### src/rtl/lsb_mem_exec_pkg.sv
// lsb_mem_exec_pkg: shared definitions for the LSB memory execution stage.
// Holds the RV32I load/store funct3 codes, the FSM state encoding and the
// byte-count helper used when an operation is accepted.
package lsb_mem_exec_pkg;

    localparam logic [2:0] F3_LB  = 3'b000;
    localparam logic [2:0] F3_LH  = 3'b001;
    localparam logic [2:0] F3_LW  = 3'b010;
    localparam logic [2:0] F3_LBU = 3'b100;
    localparam logic [2:0] F3_LHU = 3'b101;
    localparam logic [2:0] F3_SB  = 3'b000;
    localparam logic [2:0] F3_SH  = 3'b001;
    localparam logic [2:0] F3_SW  = 3'b010;

    typedef enum logic [2:0] {
        ST_IDLE,
        ST_LOAD,
        ST_WAIT_COMMIT,
        ST_STORE,
        ST_DONE
    } state_t;

    // Index of the last byte of the access: 1, 2 or 4 bytes. The unused
    // size code 11 falls into the word case.
    function automatic logic [1:0] last_byte_idx(input logic [2:0] funct3);
        case (funct3[1:0])
            2'b00:   return 2'd0;
            2'b01:   return 2'd1;
            default: return 2'd3;
        endcase
    endfunction

endpackage

### src/rtl/lsb_mem_exec_load_extend.sv
// lsb_mem_exec_load_extend: combinational load-value extension.
// Ports:
//   i_funct3 - RV32I load funct3
//   i_raw    - little-endian assembled raw bytes (unused upper bytes are 0)
//   o_value  - sign/zero-extended result; unknown codes pass i_raw through
module lsb_mem_exec_load_extend
    import lsb_mem_exec_pkg::*;
(
    input  logic [2:0]  i_funct3,
    input  logic [31:0] i_raw,
    output logic [31:0] o_value
);

    always_comb begin
        o_value = i_raw;
        case (i_funct3)
            F3_LB:   o_value = {{24{i_raw[7]}}, i_raw[7:0]};
            F3_LH:   o_value = {{16{i_raw[15]}}, i_raw[15:0]};
            F3_LBU:  o_value = {24'h0, i_raw[7:0]};
            F3_LHU:  o_value = {16'h0, i_raw[15:0]};
            default: o_value = i_raw;
        endcase
    end

endmodule

### src/rtl/lsb_mem_exec.sv
// lsb_mem_exec: executes one load/store at a time from the load/store buffer,
// byte-serially over the shared memory-controller port.
// Ports:
//   clk_in, rst_in (sync, active high), rdy_in (low freezes everything)
//   issue_*        - operation handshake from the LSB (issue_ready only in IDLE)
//   roll_back      - flush; ignored once a store is committed
//   commit_*       - ROB store commit
//   mem_*          - byte request / ack port to the memory controller
//   lsb_bc_*       - load result broadcast (one-cycle pulse)
//   store_done*    - pulse when the last store byte is acked
module lsb_mem_exec
    import lsb_mem_exec_pkg::*;
#(
    parameter int ADDR_W     = 32,
    parameter int ENTRY_BITS = 4
) (
    input  logic                  clk_in,
    input  logic                  rst_in,
    input  logic                  rdy_in,
    input  logic                  issue_valid,
    output logic                  issue_ready,
    input  logic                  issue_is_store,
    input  logic [2:0]            issue_funct3,
    input  logic [ADDR_W-1:0]     issue_base,
    input  logic [ADDR_W-1:0]     issue_data,
    input  logic [ADDR_W-1:0]     issue_imm,
    input  logic [ENTRY_BITS-1:0] issue_entry,
    input  logic                  roll_back,
    input  logic                  commit_store,
    input  logic [ENTRY_BITS-1:0] commit_entry,
    output logic                  mem_req,
    output logic                  mem_wr,
    output logic [ADDR_W-1:0]     mem_addr,
    output logic [7:0]            mem_wdata,
    input  logic                  mem_ack,
    input  logic [7:0]            mem_rdata,
    output logic                  lsb_bc_valid,
    output logic [ENTRY_BITS-1:0] lsb_bc_entry,
    output logic [ADDR_W-1:0]     lsb_bc_value,
    output logic                  store_done,
    output logic [ENTRY_BITS-1:0] store_done_entry
);

    state_t                r_state;
    logic [2:0]            r_funct3;
    logic [ADDR_W-1:0]     r_addr;
    logic [ADDR_W-1:0]     r_data;
    logic [ADDR_W-1:0]     r_raw;
    logic [ENTRY_BITS-1:0] r_entry;
    logic [1:0]            r_k;
    logic [1:0]            r_last;
    logic                  r_mem_req;
    logic                  r_mem_wr;
    logic                  r_store_done;

    logic                  w_last_ack;
    logic [ADDR_W-1:0]     w_ext;

    assign w_last_ack = mem_ack && (r_k == r_last);

    lsb_mem_exec_load_extend u_ext (
        .i_funct3 (r_funct3),
        .i_raw    (r_raw),
        .o_value  (w_ext)
    );

    assign issue_ready      = (r_state == ST_IDLE);
    assign mem_req          = r_mem_req;
    assign mem_wr           = r_mem_wr;
    // Bytes walk upward from the effective address and wrap naturally.
    assign mem_addr         = r_addr + {{(ADDR_W-2){1'b0}}, r_k};
    assign mem_wdata        = r_data[{r_k, 3'b000} +: 8];
    // Broadcast is driven from the DONE state so a flush in that same cycle
    // can still suppress it.
    assign lsb_bc_valid     = (r_state == ST_DONE) && !roll_back;
    assign lsb_bc_entry     = r_entry;
    assign lsb_bc_value     = w_ext;
    assign store_done       = r_store_done;
    assign store_done_entry = r_entry;

    always_ff @(posedge clk_in) begin
        if (rst_in) begin
            r_state      <= ST_IDLE;
            r_funct3     <= '0;
            r_addr       <= '0;
            r_data       <= '0;
            r_raw        <= '0;
            r_entry      <= '0;
            r_k          <= '0;
            r_last       <= '0;
            r_mem_req    <= 1'b0;
            r_mem_wr     <= 1'b0;
            r_store_done <= 1'b0;
        end else if (rdy_in) begin
            r_store_done <= 1'b0;
            case (r_state)
                ST_IDLE: begin
                    if (issue_valid && !roll_back) begin
                        r_funct3  <= issue_funct3;
                        r_addr    <= issue_base + issue_imm;
                        r_data    <= issue_data;
                        r_entry   <= issue_entry;
                        r_raw     <= '0;
                        r_k       <= '0;
                        r_last    <= last_byte_idx(issue_funct3);
                        r_mem_req <= !issue_is_store;
                        r_mem_wr  <= 1'b0;
                        r_state   <= issue_is_store ? ST_WAIT_COMMIT : ST_LOAD;
                    end
                end
                ST_LOAD: begin
                    // A flush discards any byte acked on the same edge.
                    if (roll_back) begin
                        r_mem_req <= 1'b0;
                        r_state   <= ST_IDLE;
                    end else if (mem_ack) begin
                        r_raw[{r_k, 3'b000} +: 8] <= mem_rdata;
                        if (w_last_ack) begin
                            r_mem_req <= 1'b0;
                            r_state   <= ST_DONE;
                        end else begin
                            r_k <= r_k + 2'd1;
                        end
                    end
                end
                ST_DONE: begin
                    r_state <= ST_IDLE;
                end
                ST_WAIT_COMMIT: begin
                    // Commit beats a simultaneous flush: the ROB only flushes
                    // instructions younger than the one it commits.
                    if (commit_store && commit_entry == r_entry) begin
                        r_k       <= '0;
                        r_mem_req <= 1'b1;
                        r_mem_wr  <= 1'b1;
                        r_state   <= ST_STORE;
                    end else if (roll_back) begin
                        r_state <= ST_IDLE;
                    end
                end
                ST_STORE: begin
                    if (mem_ack) begin
                        if (w_last_ack) begin
                            r_mem_req    <= 1'b0;
                            r_mem_wr     <= 1'b0;
                            r_store_done <= 1'b1;
                            r_state      <= ST_IDLE;
                        end else begin
                            r_k <= r_k + 2'd1;
                        end
                    end
                end
                default: r_state <= ST_IDLE;
            endcase
        end
    end

endmodule

### config.mk
export PLATFORM = sky130hd
export DESIGN_NAME = lsb_mem_exec
export DESIGN_NICKNAME = d
export VERILOG_FILES = /design/src/rtl/lsb_mem_exec_pkg.sv /design/src/rtl/lsb_mem_exec_load_extend.sv /design/src/rtl/lsb_mem_exec.sv
export SDC_FILE = /design/constraint.sdc
export NUM_CORES = 1
export LEC_CHECK = 0
export BUFFER_PORTS_ARGS = -buffer_cell sky130_fd_sc_hd__buf_2
export CORE_MARGIN = 1.5
export CORE_UTILIZATION = 53
export CTS_CLUSTER_DIAMETER = 40
export DETAILED_ROUTE_END_ITERATION = 10
export MAX_ROUTING_LAYER = met4
export PLACE_DENSITY_LB_ADDON = 0.25
export SKIP_CTS_REPAIR_TIMING = 1
export SLEW_MARGIN = 15
export SYNTH_ARGS = -nofsm -noshare
export SYNTH_HDL_FRONTEND = slang
export SYNTH_SLANG_ARGS = --single-unit
### constraint.sdc
create_clock -name clk_in -period 2.93 [get_ports clk_in]
set_input_delay 0 -clock clk_in [delete_from_list [all_inputs] [get_ports clk_in]]
set_output_delay 0 -clock clk_in [all_outputs]
set_load 0.02 [all_outputs]
Yosys cells after proc, flatten, opt, wreduce, memory -nomap -nowiden:

Cells that the tools add are included.

* register bits after elaboration: 113
* output and inout bits: 85
* word-level logic and storage cells: 91

* $add $sub $neg: 4
* equality and inequality tests: 19
* shift-type cells: 3
* muxes and demuxes: 36
* reduce and logical (&&, ||, !) cells: 18

Operator list (count)
* $pmux 32 s4: 1
* $mux 32: 3
* $pmux 32 s2: 1
* $add 32x2->32: 1
* $add 32x32->32: 1
* $bwmux 32: 1
* $shift 8x7->32 const A: 1
* $shiftx 32x6->8: 1
* $shiftx 8x7->32: 1
* $mux 3: 8
* $mux 2: 6
* $pmux 3 s4: 1
* $mux 1: 11
* $ne 2x2->1 const B: 5
* $reduce_and 5->1: 2
* $eq 3x3->1 const B: 3
* $ne 3x3->1 const B: 3
* $pmux 2 s4: 1
* $neg 5->7: 1
* $reduce_and 7->1: 1
* $eq 3x1->1 const B: 2
* $eq 3x2->1 const B: 2
* $logic_not 3->1: 2
* $reduce_and 6->1: 1
* 16 further kinds: 20

Depth between registers and ports, before layout:

* depth after elaboration: 6
* depth in mapped cells: 11
* gate-level depth less buffers: 11

Modules after synthesis:

From an unflattened synthesis, not the netlist that was laid out.

* cell total of the unflattened synthesis: 953
* area total of the unflattened synthesis: 7248.2 um^2

By module, submodules not included
* lsb_mem_exec: times used 1, cells an instance 886, area an instance 6892.9 um^2
* lsb_mem_exec_load_extend: times used 1, cells an instance 67, area an instance 355.3 um^2

Worst setup path before layout:

No wires, ideal clock.

* path type: register to register
* start point: register r_k[0]
* end point: register r_raw[10]
* arrival time: 2292 ps
* data required time: 2865 ps
* slack: 572 ps
* cell stages (with the launch flop): 9
* cells stage by stage: dfxtp_1 > buf_2 > buf_1 > inv_1 > ha_1 > nand2_1 > nor3_2 > a22oi_1 > nor2_1

* word-level cells in the longest chain between the ends: 6
* elaborated cells between the ends (all ways): 7
* those cells by class: add/sub (1); shift (2); mux (4)

Ends and longest elaborated chain
* start: declaration: RTL line lsb_mem_exec.sv:50 `logic [1:0] r_k;`
* start signal: assignment: RTL line lsb_mem_exec.sv:122 `r_k <= r_k + 2'd1;`
* start signal: assignment: RTL line lsb_mem_exec.sv:149 `r_k <= r_k + 2'd1;`
* $neg 5->7 *: RTL line lsb_mem_exec.sv:117 `r_raw[{r_k, 3'b000} +: 8] <= mem_rdata;`
* $shiftx 8x7->32 / $shift 8x7->32 (equally long branches): RTL line lsb_mem_exec.sv:117
* $bwmux 32 *: RTL line lsb_mem_exec.sv:117
* $mux 32 *: RTL line lsb_mem_exec.sv:116 `end else if (mem_ack) begin`
* $mux 32 *: RTL line lsb_mem_exec.sv:113 `if (roll_back) begin`
* $pmux 32 s2 *: RTL line lsb_mem_exec.sv:96 `case (r_state)`
* end signal: indexed assignment: RTL line lsb_mem_exec.sv:117
* end: declaration: RTL line lsb_mem_exec.sv:48 `logic [ADDR_W-1:0] r_raw;`

Mark *: on every way between the ends. The rest lies on a longest branch, timed or not. The select of a mux whose other input is x is not followed.
A chain may end at the register's enable or synchronous reset.

Final worst setup path:

* start point: register r_addr[1]
* end point: output mem_addr[25]

* word-level cells in the longest chain between the ends: 1

Ends and longest elaborated chain
* start: declaration: RTL line lsb_mem_exec.sv:46 `logic [ADDR_W-1:0] r_addr;`
* start signal: assignment: RTL line lsb_mem_exec.sv:100 `r_addr <= issue_base + issue_imm;`
* $add 32x2->32: RTL line lsb_mem_exec.sv:71 `assign mem_addr = r_addr + {{(ADDR_W-2){1'b0}}, r_k};`
* end: declaration: RTL line lsb_mem_exec.sv:33 `output logic [ADDR_W-1:0] mem_addr,`

Every way passes these cells.

==> metrics.txt <==
pin count of the biggest net entering global routing=81; clock slew seen by the registers of the worst setup and hold paths=50 ps; Fmax=358 MHz; vias per inst=5.61; Post-DP HPWL=13.8 mm; setup TNS=0 ps; vias in the first global route=6396; wire per inst=15.4 um; YS warnings=0; Max Cap Violations=0; register area share after synthesis=31.9%; WP data required=2930 ps; die width=119 um; share of layout cells above drive strength 1=25.0%; drt total wl=20.6 mm; Final Setup Violations=0; mapped cell area=7080 sq um; worst rel slew slack=between 50% and 60%; worst-margin pin slew=651 ps; fillers=1106; Max FO, Critical Path=5; Worst Setup Path Type=flop to output port; DRT Pass-1 Iters=5; crit-path max cell delay=340 ps; CP Data Arrival Time=2800 ps; Final Critical Period=~2800 ps; crit-path most repeated cell=and4_4; Final ANT Viol Nets=0; routability cong.=0.880; gr usage total=26.8%; CP Launch Type=flop; hold path start=mem_ack; Reg-to-Reg End=r_raw[8]$_SDFFE_PP0P_; Final Hold Vio Count=0; Lkg Pwr=4.12 nW; CTS tree=done; run status=complete, no violations; io pins=208; maximum vdd drop=420 uV; fin crit share=about 95%; ys flop type=dfxtp_1; R2R cell count=6; Core Area=13100 sq um; post-synth net total=1082; port buffer count=207; CP endpoint kind=output port; grt total ovfl=0; FFs w/ async S/R, synth=0%; htree depth=4; worst-path cell chain=ha_1 -> a21o_1 -> and3_1 -> nand4_1 -> nor2_2 -> and4_4 -> and4_4 -> nand3_1 -> xnor2_2 -> buf_2; routed vias=7511; r2r setup slk=540 ps; maximum root-to-sink buffer count=2; clk sinks=113; fin nets=1312; total chip power=0.00450 W; PwrDens=485 nW/um^2; antenna violations before repair=1; Critical Path Source=r_addr[1]$_SDFFE_PP0P_; number of buffers created by CTS=17; Slowest-stage cell, CP=dfxtp_1; Yosys reg bits=approximately 110; drc violations=0; first-pass GRT wire length=30.1 mm; Starting Density=53.9%; Mean Syn Cell Area=7.70 sq um; FP Rows=42; worst min path class=primary input to flop; Yosys cell types=70; worst skew pair latency=420 ps; Syn Inst Count=920; crit path to=mem_addr[25]; Worst Skew=16.9 ps; EDFF count, synth=0; worst flop-to-flop path startpoint=r_state[1]$_SDFFE_PP0P_; CTS Root Cell=clkbuf_16; height of the die=119 um; Slew Viols, Final=0; DRT iter0 DRCs=720; Die ar.=~14000 sq um; Layout area overhead=31.2%
layer usage:
layer	track usage, %	up-vias	part of all wire (%)
met3	3.57	68	4.6
li1	-	3698	-
met2	45.9	307	50
met1	32.1	3438	42
met5	-	-	0
met4	10.2	0	3.6
synth_stat cells (all sizes together), types with 2 or more instances:
library cell	number	area share, %
nand4	6	0.53
fa	2	0.57
or3	12	1.2
a21o	13	1.4
inv	11	0.58
a211oi	7	0.81
a311o	2	0.28
buf	20	1.8
nor4b	4	0.71
nor3	15	1.2
ha	37	6.5
o21ai	41	3.1
and3	13	1.2
a21oi	113	8.2
or2	2	0.18
xor2	26	3.2
a21boi	2	0.21
nor4	3	0.69
o21bai	2	0.21
o31ai	4	0.69
o311ai	2	0.25
o2111ai	4	0.49
a22oi	16	1.7
clkbuf	40	2.1
nand2b	7	0.62
and2	3	0.26
and4	4	0.49
nand2	220	12
o21a	8	0.85
nand3	43	3.0
a2111oi	2	0.25
mux4	8	2.5
dfxtp	113	32
o211ai	5	0.60
o41ai	2	0.51
xnor2	29	3.6
nand3b	3	0.32
nor2b	7	0.62
nor2	50	2.6
a31oi	6	0.53
a311oi	2	0.25
report_power, final:
| group | switching (W) | internal [W] | total, W |
|---|---|---|---|
| registers | 0.0000462 | 0.00159 | 0.00163 |
| clock network | 0.000768 | 0.00126 | 0.00202 |
| logic | 0.000483 | 0.000365 | 0.000848 |
critical path: cells and delay by family (launching register included):
family	cells	cell delay, ps
AND/OR/NAND/NOR	6	1270
flip-flops	1	340
adder cells (fa/ha/maj)	1	280
buffers and inverters	1	200
XOR/XNOR	1	190
AO/OA/AOI/OAI	1	110
sequential cells by signal (all words and copies together), names as in the netlist:
name,count
r_state,3
r_funct3,3
r_data,32
store_done,1
mem_req,1
mem_wr,1
r_raw,32
lsb_bc_entry,4
r_addr,32
r_k,2
r_last,2
metrics by stage:
step | hold WS [ps] | std cells | utilization (%) | cell area [sq um] | worst slack, ps
floorplan | 82.6 | 920 | - | 7080 | 572
global placement | 243 | 1254 | 62.1 | 8160 | 423
detailed placement | 249 | 1254 | 62.1 | 8160 | 367
CTS | -182 | 1286 | 66.6 | 8750 | -52.9
global route | 82.8 | 1340 | 70.7 | 9290 | -24.3
finish | 35.8 | 1340 | 70.7 | 9290 | 134
worst min-delay path by stage:
stage                                     endpoint  slack, ps  depth (start not counted)
after floorplan                       lsb_bc_valid         80                          1
after global placement     r_data[29]$_SDFFE_PP0P_        240                          3
after detailed placement   r_data[13]$_SDFFE_PP0P_        250                          3
after CTS                 r_funct3[2]$_SDFFE_PP0P_       -180                          3
after global routing       store_done$_SDFFE_PP0P_         80                          5
final                      store_done$_SDFFE_PP0P_         40                          5
layout make-up:
cell class / instances / area (sq um) / area share (%)
Inverter: 12 / 45.0 / 0.485
Clock buffer: 17 / 425 / 4.58
Multi-Input combinational cell: 735 / 4520 / 48.6
Antenna cell: 1 / 2.50 / 0.0269
Sequential cell: 113 / 2260 / 24.3
Timing Repair Buffer: 271 / 1660 / 17.9
Tap cell: 176 / 220 / 2.37
Clock inverter: 15 / 158 / 1.70
cell usage in the layout (no fill, tap or decap), drive strengths merged, types with 8 or more instances in the layout:
master       Yosys  layout
a22oi           16      16
o21ai           41      41
dfxtp          113     113
mux4             8       8
xnor2           29      29
nand2          220     220
inv             11      15
nor2            50      50
a21oi          113     113
or3             12      12
nor3            15      15
and3            13      13
clkbuf          40      17
ha              37      37
xor2            26      26
nand3           43      43
o21a             8       8
dlygate4sd3      0      51
a21o            13      13
buf             20     220
cell families (layout without fill, tap and decap cells):
| kind of cell | Yosys count | after routing | share of synthesized area (%) |
|---|---|---|---|
| AND/OR/NAND/NOR | 396 | 396 | 25.9 |
| flip-flops | 113 | 113 | 31.9 |
| buffers and inverters | 72 | 315 | 4.58 |
| AO/OA/AOI/OAI | 236 | 236 | 21.0 |
| XOR/XNOR | 55 | 55 | 6.80 |
| adder cells (fa/ha/maj) | 39 | 39 | 7.10 |
| multiplexers | 9 | 9 | 2.69 |
| other | 0 | 1 | 0 |
Power figures use the tool's default switching activity.
